$ cat config.mk
export PLATFORM = sky130hd
export DESIGN_NAME = ua280_reset_seq
export DESIGN_NICKNAME = d
export VERILOG_FILES = /design/src/rtl/ua280_reset_pkg.sv /design/src/rtl/ua280_sync_bit.sv /design/src/rtl/ua280_reset_seq.sv
export SDC_FILE = /design/constraint.sdc
export NUM_CORES = 1
export LEC_CHECK = 0
export ABC_CLOCK_PERIOD_IN_PS = 2100
export CORE_MARGIN = 1.5
export CORE_UTILIZATION = 55
export CTS_BUF_LIST = sky130_fd_sc_hd__clkbuf_16
export CTS_CLUSTER_DIAMETER = 100
export DETAILED_ROUTE_END_ITERATION = 8
export GPL_TIMING_DRIVEN = 1
export PLACE_DENSITY_LB_ADDON = 0.2
export SYNTH_ARGS = -nofsm -noshare
export SYNTH_HDL_FRONTEND = slang
export SYNTH_SLANG_ARGS = --single-unit
$ cat constraint.sdc
create_clock -name clock_i -period 2.1 [get_ports clock_i]
set_input_delay 0.42 -clock clock_i [delete_from_list [all_inputs] [get_ports clock_i]]
set_output_delay 0.42 -clock clock_i [all_outputs]
set_load 0.02 [all_outputs]
$ cat src/rtl/ua280_reset_pkg.sv
// Shared encodings for the ua280 reset sequencer: FSM states, reset causes, width helper.
package ua280_reset_pkg;

  typedef enum logic [1:0] {
    ST_HOLD    = 2'd0,
    ST_RELEASE = 2'd1,
    ST_RUN     = 2'd2
  } state_e;

  typedef enum logic [1:0] {
    CAUSE_POR  = 2'd0,
    CAUSE_AREQ = 2'd1,
    CAUSE_SW   = 2'd2
  } cause_e;

  function automatic int idx_w(input int n);
    return (n > 1) ? $clog2(n) : 1;
  endfunction

endpackage

$ cat src/rtl/ua280_sync_bit.sv
// Multi-stage single-bit synchroniser; sync reset drives every stage to 1 (request active).
module ua280_sync_bit #(
  parameter int STAGES = 2
) (
  input  logic clk_i,
  input  logic rst_n_i,
  input  logic d_i,
  output logic q_o
);

  logic [STAGES-1:0] sync_q;

  always_ff @(posedge clk_i) begin
    if (!rst_n_i) sync_q <= '1;
    else          sync_q <= {sync_q[STAGES-2:0], d_i};
  end

  assign q_o = sync_q[STAGES-1];

endmodule

$ cat src/rtl/ua280_reset_seq.sv
// Reset sequencer: debounced areq / sw_req, ordered release of NUM_DOMAINS resets.
// Optional sticky reset-cause port under `define UA280_RESET_CAUSE_EN.
module ua280_reset_seq
  import ua280_reset_pkg::*;
#(
  parameter int NUM_DOMAINS   = 3,
  parameter int SYNC_STAGES   = 2,
  parameter int DEBOUNCE_BITS = 8,
  parameter int GAP_CYCLES    = 16
) (
  input  logic                   clock_i,
  input  logic                   resetn_i,
  input  logic                   areq_i,
  input  logic                   sw_req_i,
  output logic [NUM_DOMAINS-1:0] rst_out_o,
`ifdef UA280_RESET_CAUSE_EN
  output logic [1:0]             cause_o,
`endif
  output logic                   done_o
);

  localparam int CW = DEBOUNCE_BITS + 1;
  localparam int GW = $clog2(GAP_CYCLES + 1);
  localparam int IW = idx_w(NUM_DOMAINS);

  localparam logic [CW-1:0] DB_LAST  = {1'b0, {DEBOUNCE_BITS{1'b1}}};
  localparam logic [GW-1:0] GAP_LAST = GW'(GAP_CYCLES - 1);
  localparam logic [IW-1:0] IDX_LAST = IW'(NUM_DOMAINS - 1);

  logic                   areq_s;
  logic                   req;
  state_e                 state_q;
  logic [CW-1:0]          db_q;
  logic [GW-1:0]          gap_q;
  logic [IW-1:0]          idx_q;   // next domain to release
  logic [NUM_DOMAINS-1:0] rst_q;
  logic                   done_q;

  ua280_sync_bit #(.STAGES(SYNC_STAGES)) u_sync (
    .clk_i   (clock_i),
    .rst_n_i (resetn_i),
    .d_i     (areq_i),
    .q_o     (areq_s)
  );

  assign req = areq_s | sw_req_i;

  always_ff @(posedge clock_i) begin
    if (!resetn_i) begin
      state_q <= ST_HOLD;
      db_q    <= '0;
      gap_q   <= '0;
      idx_q   <= '0;
      rst_q   <= '1;
      done_q  <= 1'b0;
    end else if (req) begin
      state_q <= ST_HOLD;
      db_q    <= '0;
      gap_q   <= '0;
      idx_q   <= '0;
      rst_q   <= '1;
      done_q  <= 1'b0;
    end else begin
      case (state_q)
        ST_HOLD: begin
          db_q <= db_q + 1'b1;
          // Last quiet cycle of the debounce window releases domain 0 on this edge.
          if (db_q == DB_LAST) begin
            rst_q <= rst_q << 1;
            gap_q <= '0;
            idx_q <= IW'(1);
            if (NUM_DOMAINS == 1) begin
              state_q <= ST_RUN;
              done_q  <= 1'b1;
            end else begin
              state_q <= ST_RELEASE;
            end
          end
        end
        ST_RELEASE: begin
          if (gap_q == GAP_LAST) begin
            gap_q <= '0;
            rst_q <= rst_q << 1;
            idx_q <= idx_q + 1'b1;
            if (idx_q == IDX_LAST) begin
              state_q <= ST_RUN;
              done_q  <= 1'b1;
            end
          end else begin
            gap_q <= gap_q + 1'b1;
          end
        end
        ST_RUN: ;
        default: state_q <= ST_HOLD;
      endcase
    end
  end

`ifdef UA280_RESET_CAUSE_EN
  cause_e cause_q;

  // Only a fresh re-assertion (leaving RELEASE/RUN) records a cause; HOLD glitches do not.
  always_ff @(posedge clock_i) begin
    if (!resetn_i)
      cause_q <= CAUSE_POR;
    else if (req && state_q != ST_HOLD)
      cause_q <= areq_s ? CAUSE_AREQ : CAUSE_SW;
  end

  assign cause_o = cause_q;
`endif

  assign rst_out_o = rst_q;
  assign done_o    = done_q;

endmodule

==> metrics.cfg, run 1 <==
[clocking]
cts_root_buf=clkbuf_16
post_cts_buffers=0
clockBufferDepth=2
holdBufCountCts=0
cts_resized=0
htreeDepth=1
clock_latency_ps=260
cts_tree=yes
cts_buffers=3
clkTransAtPathRegs_ps=60
numClockSinks=24

[floorplan]
rows=15
start_util_pct=60.6
dieArea_um2=2260
die_y_um=47.5
ios=8
core_area_um2=1800
die_w_um=47.5

[job]
maxCapViolCount=0

[worst_setup_path]
cp_data_required_time_ps=2290
worstSetupStartpointType=input port
cp.arrival_ps=1870
cp_top_family=simple AND/OR/NAND/NOR gates
crit_slowest_cell=or3b_1
cp_cell_sequence=clkdlybuf4s50_1, or3b_1, a31o_2, a21oi_1
worst_setup_path_end_kind=flip-flop
crit_type=in -> reg
worstPathMaxFanout=13
critPathMaxStageDelay_ps=550
cp_num_buf_inv=1

[power]
fin_total_pwr_uw=881
p_int_uw=720
p_sw_uw=161
p_clk_share_pct=46.5
power_density_nw_per_um2=695
irDropWorstVdd_uv=558
combPwrFrac_pct=1.5
switching_share_pct=18.3
cellLeakagePower_uw=0.000413
power_frac_seq_pct=52.0

[final_layout]
num_antenna_cells=0
fin_cells=150
layout-drive-gt1-share_pct=8.80
post-route-cell-area_um2=1270
nets=134
area_growth_pct=16.3
layout_commonest_cell=dfxtp_1
final_cell_mix=dfxtp_1, a21oi_1, nor2_1, clkdlybuf4s50_1, nand2_1

[synthesis]
synthCells=114
synth_area_per_cell_um2=9.57
async_flop_share_pct=0
ys_types=37
synth_edf_count=0
yosys_most_used_dff=dfxtp_1
synth_area_leaders=dfxtp_1, a21oi_1, ha_1
yosysTopAreaCellShare_pct=44.0
synth-seq-cells=24
synthesis.nets=122
syn_area_um2=1090
yosys_warnings=0
synth_top_area_cell=dfxtp_1
synth_seq_area_share_pct=44.0

[place]
dp_hpwl_mm=1.39
pre_cts_ws_ps=163
gp_congestion=0.787
place_area_um2=1190
dp_cells=146
portBuffers=7

[global_route]
grt_pass1_wl_mm=3.18
first_global_vias=747
antenna_found_initial=0
grt-ovfl-total=0
grt_max_degree=14
grt.total_usage_pct=19.9

[route]
drt-total-wl_mm=2.04
drt-initial-drc-count=22
num_vias=885
wire_per_inst_um=13.6
avgViaCountPerCell=5.90
ant_nets=0
drc_errors=0
drtPass1Iterations=4

[worst_hold_path]
min_path_type=reg -> reg

[sta]
tightest_slew_ps=411
timing.final.crit_share_pct=80.1
final.min_clock_period_ps=1680
layout_setup_ws_ps=417
rsz0062_at_grt=no
hold_viol=0
fin_skew_ps=5.12
setup_tns_ps=0
maxSlewHeadroom_pct=72.5
slew_viol_final=0
setup_viol=0
fmax_ghz=0.594

[outcome]
status=completed

==> worst paths after layout <==
check,endpoint,slack [ps],depth (start not counted),startpoint
worst min register to register,u_sync.sync_q[1],410,1,u_sync.sync_q[0]
worst min-delay path,u_sync.sync_q[1],410,1,u_sync.sync_q[0]
worst max register to register,rst_out_o[0],450,7,db_q[0]
worst max-delay path,idx_q[0],420,4,resetn_i
==> layout make-up <==
cell class | instances | area (um^2)
clock buffer | 3 | 75.1
clock inverter | 1 | 3.75
fill | 145 | 533
inverter | 5 | 18.8
multi-input combinational | 81 | 559
sequential | 24 | 480
tap | 25 | 31.3
timing repair buffer | 11 | 100
==> layer usage <==
| metal | GRT usage (%) | vias up | wire, um |
|---|---|---|---|
| met5 | 0 | - | 0 |
| met4 | 8.11 | 0 | 31 |
| met3 | 3.40 | 5 | 91 |
| met2 | 29.2 | 24 | 892 |
| met1 | 29.1 | 411 | 1030 |
| li1 | - | 445 | - |
==> sequential cells by signal, indices dropped and copies added (netlist names) <==
name,cells
done_o,1
gap_q,5
rst_out_o,3
db_q,9
idx_q,2
state_q,2
u_sync.sync_q,2
==> power groups by stage <==
stage | logic, uW | clock network [uW] | registers, uW
after floorplan | 5.66 | 0 | 468
after CTS | 13.1 | 413 | 458
after detailed placement | 13.1 | 0 | 468
final | 13.1 | 410 | 458
after global routing | 14.4 | 430 | 458
after global placement | 12.2 | 0 | 468
==> stage by stage <==
step                      utilization, %  hold slack [ps]
after global routing                70.4              423
after detailed placement            66.0              396
after CTS                           70.4              415
final                               70.4              413
after floorplan                        -              386
after global placement              66.0              393
==> logic make-up (layout without fill, tap and decap cells) <==
| kind of cell | after synthesis | in the layout | synth area share [%] |
|---|---|---|---|
| adder cells (fa/ha/maj) | 4 | 4 | 4.59 |
| AO/OA/AOI/OAI | 28 | 28 | 17.1 |
| buffers and inverters | 9 | 20 | 4.70 |
| multiplexers | 2 | 2 | 1.83 |
| flip-flops | 24 | 24 | 44.0 |
| AND/OR/NAND/NOR | 45 | 45 | 26.1 |
| XOR/XNOR | 2 | 2 | 1.61 |
==> cells in the mapped netlist, types with 2 or more instances <==
cell	count
ha_1	4
or3b_1	2
o21ai_0	2
buf_6	2
nand4_1	3
nand3_1	5
or4_1	2
nand2_1	6
nor2_1	9
buf_2	2
nand2b_1	4
nor3b_1	3
o311ai_0	2
a21oi_1	11
xnor2_1	2
o41ai_1	2
mux2i_1	2
a21o_1	2
inv_1	5
o31ai_1	2
dfxtp_1	24
nand3b_1	3
(Power assumes the default switching activity.)
==> run 2: changes to the inputs <==
--- a/config.mk
+++ b/config.mk
@@ -5,7 +5,7 @@
 export SDC_FILE = /design/constraint.sdc
 export NUM_CORES = 1
 export LEC_CHECK = 0
-export ABC_CLOCK_PERIOD_IN_PS = 2100
+export ABC_CLOCK_PERIOD_IN_PS = 1700
 export CORE_MARGIN = 1.5
 export CORE_UTILIZATION = 55
 export CTS_BUF_LIST = sky130_fd_sc_hd__clkbuf_16
==> constraint.sdc (replaced) <==
create_clock -name clock_i -period 1.7 [get_ports clock_i]
set_input_delay 0.34 -clock clock_i [delete_from_list [all_inputs] [get_ports clock_i]]
set_output_delay 0.34 -clock clock_i [all_outputs]
set_load 0.02 [all_outputs]
==> run 2 against run 1 <==
Critical path depth increased by 3. Cell count is 3.3% higher. Hold slack improved by 12 ps. Register-to-register slack worse by 340 ps. Combinational power up 47%. Core utilization rose by 3.5 points. Wire length grew 2.8%. Die area unchanged.
==> metrics.cfg, run 2 (same netlist as run 1, synthesis figures left out) <==
[sta]
layout_setup_ws_ps=111  ; -306 ps
fmax_ghz=0.629
hold_viol=0  ; unchanged
final.min_clock_period_ps=1590
rsz0062_at_grt=no
tightest_slew_ps=379  ; -32.1 ps
setup_viol=0  ; unchanged
slew_viol_final=0  ; unchanged
fin_skew_ps=3.53  ; -1.59 ps
maxSlewHeadroom_pct=74.7  ; +2.2 points
timing.final.crit_share_pct=93.5

[final_layout]
layout_commonest_cell=dfxtp_1
nets=139  ; +3.7%
largest_register_ffs=9  ; unchanged
num_antenna_cells=0  ; unchanged
final_cell_mix=dfxtp_1, a21oi_1, nor2_1, buf_4, clkdlybuf4s50_1
layout-drive-gt1-share_pct=13.1  ; +4.3 points
area_growth_pct=22.1
post-route-cell-area_um2=1330  ; +5.0%
top_register=db_q
fin_util_pct=74.0  ; +3.5 points

[outcome]
status=completed

[global_route]
grt_pass1_wl_mm=3.59  ; +13%
grt-ovfl-total=0  ; unchanged
grt_max_degree=15  ; +1
first_global_vias=826  ; +11%
antenna_found_initial=0  ; unchanged
grt.total_usage_pct=22.5  ; +2.6 points

[floorplan]
ios=8  ; unchanged
rows=15  ; unchanged
die_w_um=47.5  ; unchanged
core_area_um2=1800  ; unchanged
start_util_pct=60.6  ; unchanged
die_y_um=47.5  ; unchanged
dieArea_um2=2260  ; unchanged

[route]
wire_per_inst_um=13.6  ; -0.48%
drt-total-wl_mm=2.10  ; +2.8%
drt-initial-drc-count=7  ; -68%
avgViaCountPerCell=5.83  ; -1.3%
drtPass1Iterations=4  ; unchanged
ant_nets=0  ; unchanged
num_vias=903  ; +2.0%
drc_errors=0  ; unchanged

[place]
pre_cts_ws_ps=-82.2  ; -245 ps
portBuffers=7  ; unchanged
place_area_um2=1230  ; +3.2%
dp_hpwl_mm=1.51  ; +8.4%
gp_congestion=0.827  ; +5.1%

[worst_setup_path]
worst_setup_path_end_kind=flip-flop
cp.arrival_ps=1770  ; -100 ps
crit_type=reg -> reg
worstPathMaxFanout=4  ; -9
worstSetupStartpointType=flip-flop
cp_data_required_time_ps=1880  ; -410 ps

[worst_hold_path]
min_path_type=reg -> reg

[clocking]
holdBufCountCts=0  ; unchanged
htreeDepth=1  ; unchanged
clkTransAtPathRegs_ps=60  ; about the same
cts_buffers=3  ; unchanged
post_cts_buffers=0  ; unchanged
clockBufferDepth=2  ; unchanged
numClockSinks=24  ; unchanged
cts_root_buf=clkbuf_16
cts_tree=yes
cts_resized=0  ; unchanged
clock_latency_ps=260  ; about the same

[job]
maxCapViolCount=0  ; unchanged

[power]
irDropWorstVdd_uv=589  ; +5.5%
cellLeakagePower_uw=0.000451  ; +9.2%
power_density_nw_per_um2=936  ; +35%

[run 2: cell types whose count changed in the layout (fill, tap and decap cells not counted)]
cell,previous run,this run
buf_4,4,9
bufinv_16,0,1
clkinv_1,1,0
[run 2: power by group]
| group | switching, uW | internal [uW] |
|---|---|---|
| Combinational | 6.89 | 12.4 |
| Sequential | 0.944 | 565 |
| Clock | 194 | 468 |
| Total | 202 | 1050 |
[run 2: worst paths after layout]
path,start,end,slack (ps),cells past startpoint
hold / removal,u_sync.sync_q[0],u_sync.sync_q[1],420,1
setup reg to reg,db_q[0],rst_out_o[1],110,7
setup / recovery,db_q[0],rst_out_o[1],110,7
hold reg to reg,u_sync.sync_q[0],u_sync.sync_q[1],420,1
[run 2: routing by layer]
layer,routed length [um],GRT usage (%)
met1,999,29.5
met4,37,9.73
met5,0,0
met2,994,36.8
met3,71,3.77
[run 2: worst max-delay path, stage by stage, from the launching register on]
cell and delay (ps):
dfxtp_1 310, ha_1 240, nand3_1 100, nor2_1 50
ha_1 200, o21bai_1 180, a21o_1 210, mux2i_1 240
[run 2: stage by stage]
| step | cells | hold WS, ps | TNS, ps | power (uW) |
|---|---|---|---|---|
| floorplan | 114 | 386 | 0 | 585 |
| detailed placement | 151 | 414 | -520 | 598 |
| finish | 155 | 425 | 0 | 1250 |
| global route | 155 | 436 | 0 | 1280 |
| global placement | 151 | 395 | -229 | 597 |
| CTS | 155 | 428 | 0 | 1260 |
[run 2: final cells by class]
| cell class | count | area, um^2 |
|---|---|---|
| multi-input combinational | 81 | 559 |
| sequential | 24 | 480 |
| fill | 133 | 469 |
| timing repair buffer | 16 | 138 |
| clock buffer | 3 | 75.1 |
| tap | 25 | 31.3 |
| clock inverter | 1 | 30.0 |
| inverter | 5 | 18.8 |
==> run 3: changes to the inputs <==
--- a/config.mk
+++ b/config.mk
@@ -5,9 +5,9 @@
 export SDC_FILE = /design/constraint.sdc
 export NUM_CORES = 1
 export LEC_CHECK = 0
-export ABC_CLOCK_PERIOD_IN_PS = 1700
+export ABC_CLOCK_PERIOD_IN_PS = 1840
 export CORE_MARGIN = 1.5
-export CORE_UTILIZATION = 55
+export CORE_UTILIZATION = 60
 export CTS_BUF_LIST = sky130_fd_sc_hd__clkbuf_16
 export CTS_CLUSTER_DIAMETER = 100
 export DETAILED_ROUTE_END_ITERATION = 8
==> constraint.sdc (replaced) <==
create_clock -name clock_i -period 1.84 [get_ports clock_i]
set_input_delay 0.368 -clock clock_i [delete_from_list [all_inputs] [get_ports clock_i]]
set_output_delay 0.368 -clock clock_i [all_outputs]
set_load 0.02 [all_outputs]
==> run 3 against run 2 <==
Critical path depth did not move. Clock power shrank 8.8%. Cell count down 3.2%. Non-clock buffer count is 5 lower. Hold slack lost 19 ps. Count of clock-buffer cells in the layout stayed put. Worst setup slack better by 5.8 ps. Clock skew rose by 1.5 ps. Register-to-register slack is essentially flat. First-iteration DRC count increased to 2.9 times the previous value. Sequential cell count unchanged. Largest power group unchanged. Highest routed layer unchanged.
==> metrics.cfg, run 3 (same netlist as run 1, synthesis figures left out) <==
[sta]
rsz0062_at_grt=no
maxSlewHeadroom_pct=71.6  ; -3.1 points
tightest_slew_ps=425  ; +45.7 ps
hold_viol=0  ; unchanged
fmax_ghz=0.580  ; -7.8%
slew_viol_final=0  ; unchanged
fin_skew_ps=5.07  ; +1.54 ps
setup_tns_ps=0  ; unchanged
setup_viol=0  ; unchanged
final.min_clock_period_ps=1720  ; +134 ps
timing.final.crit_share_pct=93.6  ; +0.18 points

[route]
drtPass1Iterations=4  ; unchanged
drc_errors=0  ; unchanged
avgViaCountPerCell=5.83  ; about the same
ant_nets=0  ; unchanged
num_vias=874  ; -3.2%
drt-total-wl_mm=2.15  ; +2.5%
wire_per_inst_um=14.4  ; +5.9%
drt-initial-drc-count=20  ; +13

[final_layout]
fin_util_pct=76.8  ; +2.9 points
top_register=db_q
area_growth_pct=20.3
num_antenna_cells=0  ; unchanged
final_cell_mix=dfxtp_1, a21oi_1, nor2_1, clkdlybuf4s50_1, nand2_1
largest_register_ffs=9  ; unchanged
fill_cells=114  ; -14%
layout-drive-gt1-share_pct=11.2  ; -1.9 points
layout_commonest_cell=dfxtp_1
nets=134  ; -3.6%

[power]
switching_share_pct=15.7  ; -0.48 points
power_density_nw_per_um2=872  ; -6.8%
p_clk_share_pct=52.8  ; -0.3 points
cellLeakagePower_uw=0.000434  ; -3.7%
fin_total_pwr_uw=1140  ; -8.2%
p_int_uw=965  ; -7.7%
p_sw_uw=180  ; -11%
irDropWorstVdd_uv=801  ; +36%
combPwrFrac_pct=1.5  ; about the same
power_frac_seq_pct=45.7  ; +0.3 points

[job]
maxCapViolCount=0  ; unchanged

[clocking]
holdBufCountCts=0  ; unchanged
cts_tree=yes
post_cts_buffers=0  ; unchanged
clockBufferDepth=2  ; unchanged
clkTransAtPathRegs_ps=60  ; about the same
htreeDepth=1  ; unchanged
numClockSinks=24  ; unchanged
cts_root_buf=clkbuf_16
cts_buffers=3  ; unchanged
cts_resized=0  ; unchanged
clock_latency_ps=250  ; about the same

[global_route]
grt.total_usage_pct=22.7  ; +0.12 points
grt.met2_usage_pct=42.8  ; +6.1 points
grt_use_met1_pct=22.9  ; -6.6 points
antenna_found_initial=0  ; unchanged
busiest_layer=met2
use_met3_pct=6.35  ; +2.6 points
grt_max_degree=22  ; +7
grt-ovfl-total=0  ; unchanged
grt_pass1_wl_mm=3.39  ; -5.4%
first_global_vias=841  ; +1.8%

[floorplan]
rows=15  ; unchanged
die_w_um=45.6  ; -4.0%
die_y_um=45.6  ; -4.0%
start_util_pct=63.9  ; +3.3 points
core_area_um2=1710  ; -5.2%
ios=8  ; unchanged
dieArea_um2=2080  ; -7.8%

[worst_setup_path]
cp.arrival_ps=1880  ; +110 ps
r2r_start=db_q[1]
worst_setup_path_end_kind=flip-flop
cp_data_required_time_ps=1990  ; +110 ps
worstSetupStartpointType=flip-flop
worstPathMaxFanout=4  ; unchanged
crit_type=reg -> reg
critPathLaunch=db_q[1]

[outcome]
status=completed

[place]
gp_congestion=0.701  ; -15%
dp_hpwl_mm=1.48  ; -1.4%
portBuffers=7  ; unchanged

[worst_hold_path]
hp-start=u_sync.sync_q[0]
min_path_type=reg -> reg

run 3: cell type report:
class	count	area [um^2]	share of cell area, %
well taps	25	31.3	2.38
repair buffers	11	113	8.58
inverters	5	18.8	1.43
clock inverters	1	30.0	2.29
multi-input cells	81	563	42.9
clock buffers	3	75.1	5.72
flip-flops and latches	24	482	36.7
run 3: final timing paths:
kind / to / slack, ps / cells past startpoint
max reg2reg: rst_out_o[0] / 120 / 7
min reg2reg: u_sync.sync_q[1] / 410 / 1
max: rst_out_o[0] / 120 / 7
min: u_sync.sync_q[1] / 410 / 1
run 3: per-layer routing:
layer	share of wire, %	vias up
met3	2.9	6
li1	-	441
met1	40	414
met2	55	13
met4	1.9	0
met5	0	-
run 3: through the flow:
step | instance area (um^2) | instances | hold WS, ps | setup WS [ps]
global placement | 1200 | 146 | 391 | 78.1
global route | 1310 | 150 | 421 | 18.4
floorplan | 1090 | 114 | 386 | 247
finish | 1310 | 150 | 406 | 117
detailed placement | 1200 | 146 | 394 | -5.27
CTS | 1310 | 150 | 409 | 38.1
run 3: critical path, stage by stage, from the launching register on:
cell	delay, ps
dfxtp_1	400
ha_1	220
nand3_1	100
nor2_1	150
ha_1	220
o21bai_2	100
a21o_1	240
a21o_1	190
run 3: power groups by stage:
| stage | clock, uW | combinational [uW] | sequential, uW |
|---|---|---|---|
| 2_1_floorplan | 0 | 6.46 | 534 |
| 4_1_cts | 615 | 17.2 | 523 |
| 3_3_place_gp | 0 | 16.2 | 535 |
| 3_5_place_dp | 0 | 17.2 | 535 |
| 6_report | 604 | 17.2 | 523 |
| 5_1_grt | 639 | 18.6 | 523 |
